File: src/rtl/padding.sv
`default_nettype none
// ============================================================================
//  Module      : padding
//  Description : Zero-padding stage for the CNN feature-map path. Takes a
//                flattened INPUT_SIZE x INPUT_SIZE matrix of 4-bit elements
//                and produces an OUTPUT_SIZE x OUTPUT_SIZE matrix with a
//                one-element zero border, copying one interior row per clock
//                under a start/done handshake.
//  Ports       : clk           - rising-edge clock
//                rst           - asynchronous reset, active low (0 = reset)
//                start         - request, held until done is seen
//                input_matrix  - element (r,c) at [(r*INPUT_SIZE+c)*4 +: 4]
//                output_matrix - registered, element (r,c) at
//                                [(r*OUTPUT_SIZE+c)*4 +: 4]
//                done          - registered completion flag
//  Revision    : 1.0 - initial release
// ============================================================================
module padding #(
  parameter int INPUT_SIZE  = 14,
  parameter int OUTPUT_SIZE = INPUT_SIZE + 2,
  parameter int INPUT_BITS  = INPUT_SIZE * INPUT_SIZE * 4,
  parameter int OUTPUT_BITS = OUTPUT_SIZE * OUTPUT_SIZE * 4
) (
  input  logic                   clk,
  input  logic                   rst,
  input  logic                   start,
  input  logic [INPUT_BITS-1:0]  input_matrix,
  output logic [OUTPUT_BITS-1:0] output_matrix,
  output logic                   done
);

  // Row counter needs at least one bit even for a 1x1 input.
  localparam int c_ROW_W    = (INPUT_SIZE > 1) ? $clog2(INPUT_SIZE) : 1;
  localparam int c_ROW_BITS = INPUT_SIZE * 4;
  localparam logic [c_ROW_W-1:0] c_LAST_ROW = c_ROW_W'(INPUT_SIZE - 1);

  localparam logic [1:0] c_IDLE = 2'd0;
  localparam logic [1:0] c_FILL = 2'd1;
  localparam logic [1:0] c_DONE = 2'd2;

  generate
    if (OUTPUT_SIZE != INPUT_SIZE + 2) begin : g_bad_output_size
      $error("padding: OUTPUT_SIZE must equal INPUT_SIZE+2");
    end
  endgenerate

  logic [1:0]             r_state;
  logic [1:0]             w_state_nxt;
  logic [c_ROW_W-1:0]     r_row;
  logic [INPUT_BITS-1:0]  r_latch;
  logic [OUTPUT_BITS-1:0] r_out;
  logic                   r_done;

  logic w_last_row;
  logic w_load;
  logic w_fill;
  logic w_done_nxt;

  assign w_last_row = (r_row == c_LAST_ROW);

  // --------------------------------------------------------------------------
  // State register
  // --------------------------------------------------------------------------
  always_ff @(posedge clk or negedge rst) begin
    if (!rst) begin
      r_state <= c_IDLE;
    end else begin
      r_state <= w_state_nxt;
    end
  end

  // --------------------------------------------------------------------------
  // Next-state logic
  // --------------------------------------------------------------------------
  always_comb begin
    w_state_nxt = r_state;
    case (r_state)
      c_IDLE:  if (start)      w_state_nxt = c_FILL;
      c_FILL:  if (w_last_row) w_state_nxt = c_DONE;
      c_DONE:  if (!start)     w_state_nxt = c_IDLE;
      default:                 w_state_nxt = c_IDLE;
    endcase
  end

  // --------------------------------------------------------------------------
  // Output / control decode
  // --------------------------------------------------------------------------
  always_comb begin
    w_load     = 1'b0;
    w_fill     = 1'b0;
    w_done_nxt = 1'b0;
    case (r_state)
      c_IDLE: w_load = start;
      c_FILL: begin
        w_fill     = 1'b1;
        w_done_nxt = w_last_row;
      end
      // done stays up only while the requester still holds start.
      c_DONE: w_done_nxt = start;
      default: begin
        w_load     = 1'b0;
        w_fill     = 1'b0;
        w_done_nxt = 1'b0;
      end
    endcase
  end

  // --------------------------------------------------------------------------
  // Datapath: input latch, row counter, padded output, done flag
  // --------------------------------------------------------------------------
  always_ff @(posedge clk or negedge rst) begin
    if (!rst) begin
      r_latch <= '0;
      r_out   <= '0;
      r_row   <= '0;
      r_done  <= 1'b0;
    end else begin
      r_done <= w_done_nxt;
      if (w_load) begin
        // Clearing the whole output here establishes the zero border; the
        // border bits are never written again during FILL.
        r_latch <= input_matrix;
        r_out   <= '0;
        r_row   <= '0;
      end else if (w_fill) begin
        for (int r = 0; r < INPUT_SIZE; r++) begin
          if (r_row == c_ROW_W'(r)) begin
            r_out[((r + 1) * OUTPUT_SIZE + 1) * 4 +: c_ROW_BITS] <=
              r_latch[r * c_ROW_BITS +: c_ROW_BITS];
          end
        end
        // Wraps harmlessly after the last row; reloaded on the next start.
        r_row <= r_row + c_ROW_W'(1);
      end
    end
  end

  assign output_matrix = r_out;
  assign done          = r_done;

endmodule
`default_nettype wire

File: config.mk
export PLATFORM = sky130hd
export DESIGN_NAME = padding
export DESIGN_NICKNAME = d
export VERILOG_FILES = /design/src/rtl/padding.sv
export SDC_FILE = /design/constraint.sdc
export NUM_CORES = 2
export LEC_CHECK = 0
export ABC_AREA = 1
export CORE_AREA = 2 2 715 717
export DETAILED_ROUTE_END_ITERATION = 16
export DIE_AREA = 0 0 717 719
export PLACE_DENSITY = 0.3
export SLEW_MARGIN = 10
export SYNTH_ARGS = -nofsm -noshare
export SYNTH_HDL_FRONTEND = slang
export SYNTH_SLANG_ARGS = --single-unit
File: constraint.sdc
create_clock -name clk -period 5.6 [get_ports clk]
set_clock_uncertainty 0.2 [all_clocks]
set_input_delay 1.68 -clock clk [delete_from_list [all_inputs] [get_ports clk]]
set_output_delay 1.68 -clock clk [all_outputs]
set_load 0.03 [all_outputs]
==> results.ini <==
[route]
vias_per_cell = 3.45
wl_mm = 357
drt_iter0_markers = 3202
drc = 0
wl_met1_mm = 148
wl_met3_mm = 30.0
wire_per_inst_um = 23.3
top_layer_used = met5
via_count = 52660
met2_length_mm = 167
dr.pass1.iters = 7
detail-route-antenna-nets = 0

[critical_path]
crit_path_end_kind = output pin
crit_type = reg2out
cp.required_ns = 3.72
crit_arrival_ns = 2.42
regToRegSetupSlack_ns = 2.39
r2r-end = output_matrix[774]
r2r_start = r_state[1]
slowest_stage = clkdlybuf4s50_1
cpLargestDelayFamily = buffers and inverters
reg2regPathDepth = 7
slowest_delay_ns = 1.18
path_max_fanout = 2
worstPathCellList = clkdlybuf4s50_1
cp_num_buf_inv = 1
worstSetupStartpointType = register

[floorplan]
die-area_um2 = 516000
die_h_um = 719
num_rows = 262
core_area_um2 = 508000
io_pins = 1812
start_util = 0.122
dieWidth_um = 717

[global_routing]
grt_pass1_wl_mm = 484
grt_pass1_vias = 54398
grt_usage = 0.134
antenna_found_initial = 203
grt_start_max_net_pins = 195
overflow = 0

[hold_path]
hp-class = reg2reg
min_to = output_matrix[434]
min_path_cells = 2
hp-start = r_latch[326]

[logic_synthesis]
synthTopCellsByCount = nand2_1, dfrtp_1, nand3_1
synth_area_um2 = 62100
netlist_top_cells_area = dfrtp_1, nand2_1, nand3_1
synthFlopType = dfrtp_1
synth_edf_count = 0
synth_cell_types = 19
synth_top_area_cell = dfrtp_1
synth.most_common_cell = nand2_1
synth_top_area_frac = 0.635
syn_area_per_cell_um2 = 9.03
yosys_warnings = 0
synth-seq-cells = 1575
async_flop_share = 1.00
ys_seq_area_frac = 0.635
postSynthCellCount = 6877

[placement]
dp_cells = 14843
gp_congestion = 0.848
pre_cts_ws_ns = 0.770
port_buffers = 1571
dp_hpwl_mm = 275

[sta]
timing.slew.headroom = 0.213
max_freq_mhz = 232
timing.final.ws_setup_ns = 1.30
worst_pin_slew_ns = 1.18
hold_viol_final = 0
tns_ns = 0
whs_ns = 0.248
slew_violations = 0
fin_crit_ns = 4.30
fin_crit_sh = 0.768
rsz0062_at_grt = false
setup_violations = 0

[clock_network]
clock_path_buffers = 4
post_cts_buffers = 0
clockRootBuffer = clkbuf_16
cts_max_level = 4
cts_tree = yes
cts_buffers = 215
cts.sinks = 1575
insertion_delay_ns = 0.90
clkTransAtPathRegs_ns = 0.06
cts_resized = 0
ctsHoldBuffers = 0

[pwr]
p_leak_nw = 43.6
pwr_density_cell_nw_per_um2 = 475
ir_worst_vdd_mv = 0.273

[cells_and_area]
n_fill_cell = 56638
drive_above_1_share = 0.0564
layoutNonFillerInstCount = 15281
multi_input_area_um2 = 19600
area_delta_synth_final_pct = 48.2
fin_nets = 9123
regArea_um2 = 39400

[job]
max_cap_viol_count = 0

[outcome]
status = complete, no violations

[stage by stage]
step	power, W	instance area, um2	util
after floorplan	0.0238	63000	-
after global placement	0.0297	84700	0.167
after detailed placement	0.0298	84700	0.167
after CTS	0.0447	91900	0.181
after global routing	0.0465	91900	0.181
final	0.0437	92000	0.181
[flip-flops by register name, indices dropped and copies added, names as in the netlist]
name,count
r_latch,784
r_row,4
output_matrix,784
done,1
r_state,2
[worst max path at each step]
stage	from	depth (start not counted)	slack [ns]	end
after global placement	start	7	0.81	output_matrix[826]
after detailed placement	start	7	0.77	output_matrix[825]
after global routing	output_matrix[822]	1	1.13	output_matrix[822]
after floorplan	start	8	2.77	output_matrix[341]
after CTS	output_matrix[822]	1	1.21	output_matrix[822]
final	output_matrix[822]	1	1.30	output_matrix[822]
[layer usage]
metal  vias to the layer above  GRT usage
li1                      24158          -
met1                     26120      0.162
met2                      1681      0.220
met3                       643     0.0481
met4                        58     0.0404
met5                         -          0
[logic make-up (layout without fill, tap and decap cells)]
logic type,after synthesis,after routing,synth area share
other cells,1,290,0.0000604
compound gates,285,285,0.0230
buf+inv,755,2138,0.0662
fa+ha+maj,8,8,0.00161
simple gates,4253,4253,0.274
flops,1575,1575,0.635
[cell usage in the layout (no fill, tap or decap), types with 2 or more instances in the layout]
cell type	n
o21ai_1	23
nor2_4	17
inv_16	2
conb_1	240
clkinv_16	3
inv_6	4
nand2_1	3323
inv_1	69
ha_1	8
buf_12	31
clkbuf_8	46
clkinv_4	5
clkbuf_1	47
nand2_4	4
diode_2	50
nor2_1	64
buf_4	81
clkinv_2	45
clkinvlp_4	2
dfrtp_1	1575
clkdlybuf4s50_1	1566
bufinv_16	18
o21ai_0	259
a21oi_1	2
nand3_1	842
clkbuf_16	216
[area by class of cell]
| cell class | count | area share |
|---|---|---|
| flip-flops and latches | 1575 | 0.428 |
| multi-input cells | 4786 | 0.213 |
| repair buffers | 1679 | 0.184 |
| well taps | 6732 | 0.0916 |
| clock buffers | 309 | 0.0676 |
| clock inverters | 79 | 0.0108 |
| inverters | 71 | 0.00298 |
| diodes | 50 | 0.00136 |
[where the power goes]
| part | switching [W] | internal, W | total [W] | leakage [nW] |
|---|---|---|---|---|
| clock | 0.00579 | 0.00851 | 0.0143 | 3.57 |
| combinational | 0.00834 | 0.00386 | 0.0122 | 19.4 |
| sequential | 0.00210 | 0.0151 | 0.0172 | 20.6 |
| total | 0.0162 | 0.0275 | 0.0437 | 43.6 |
(Power assumes the default switching activity.)
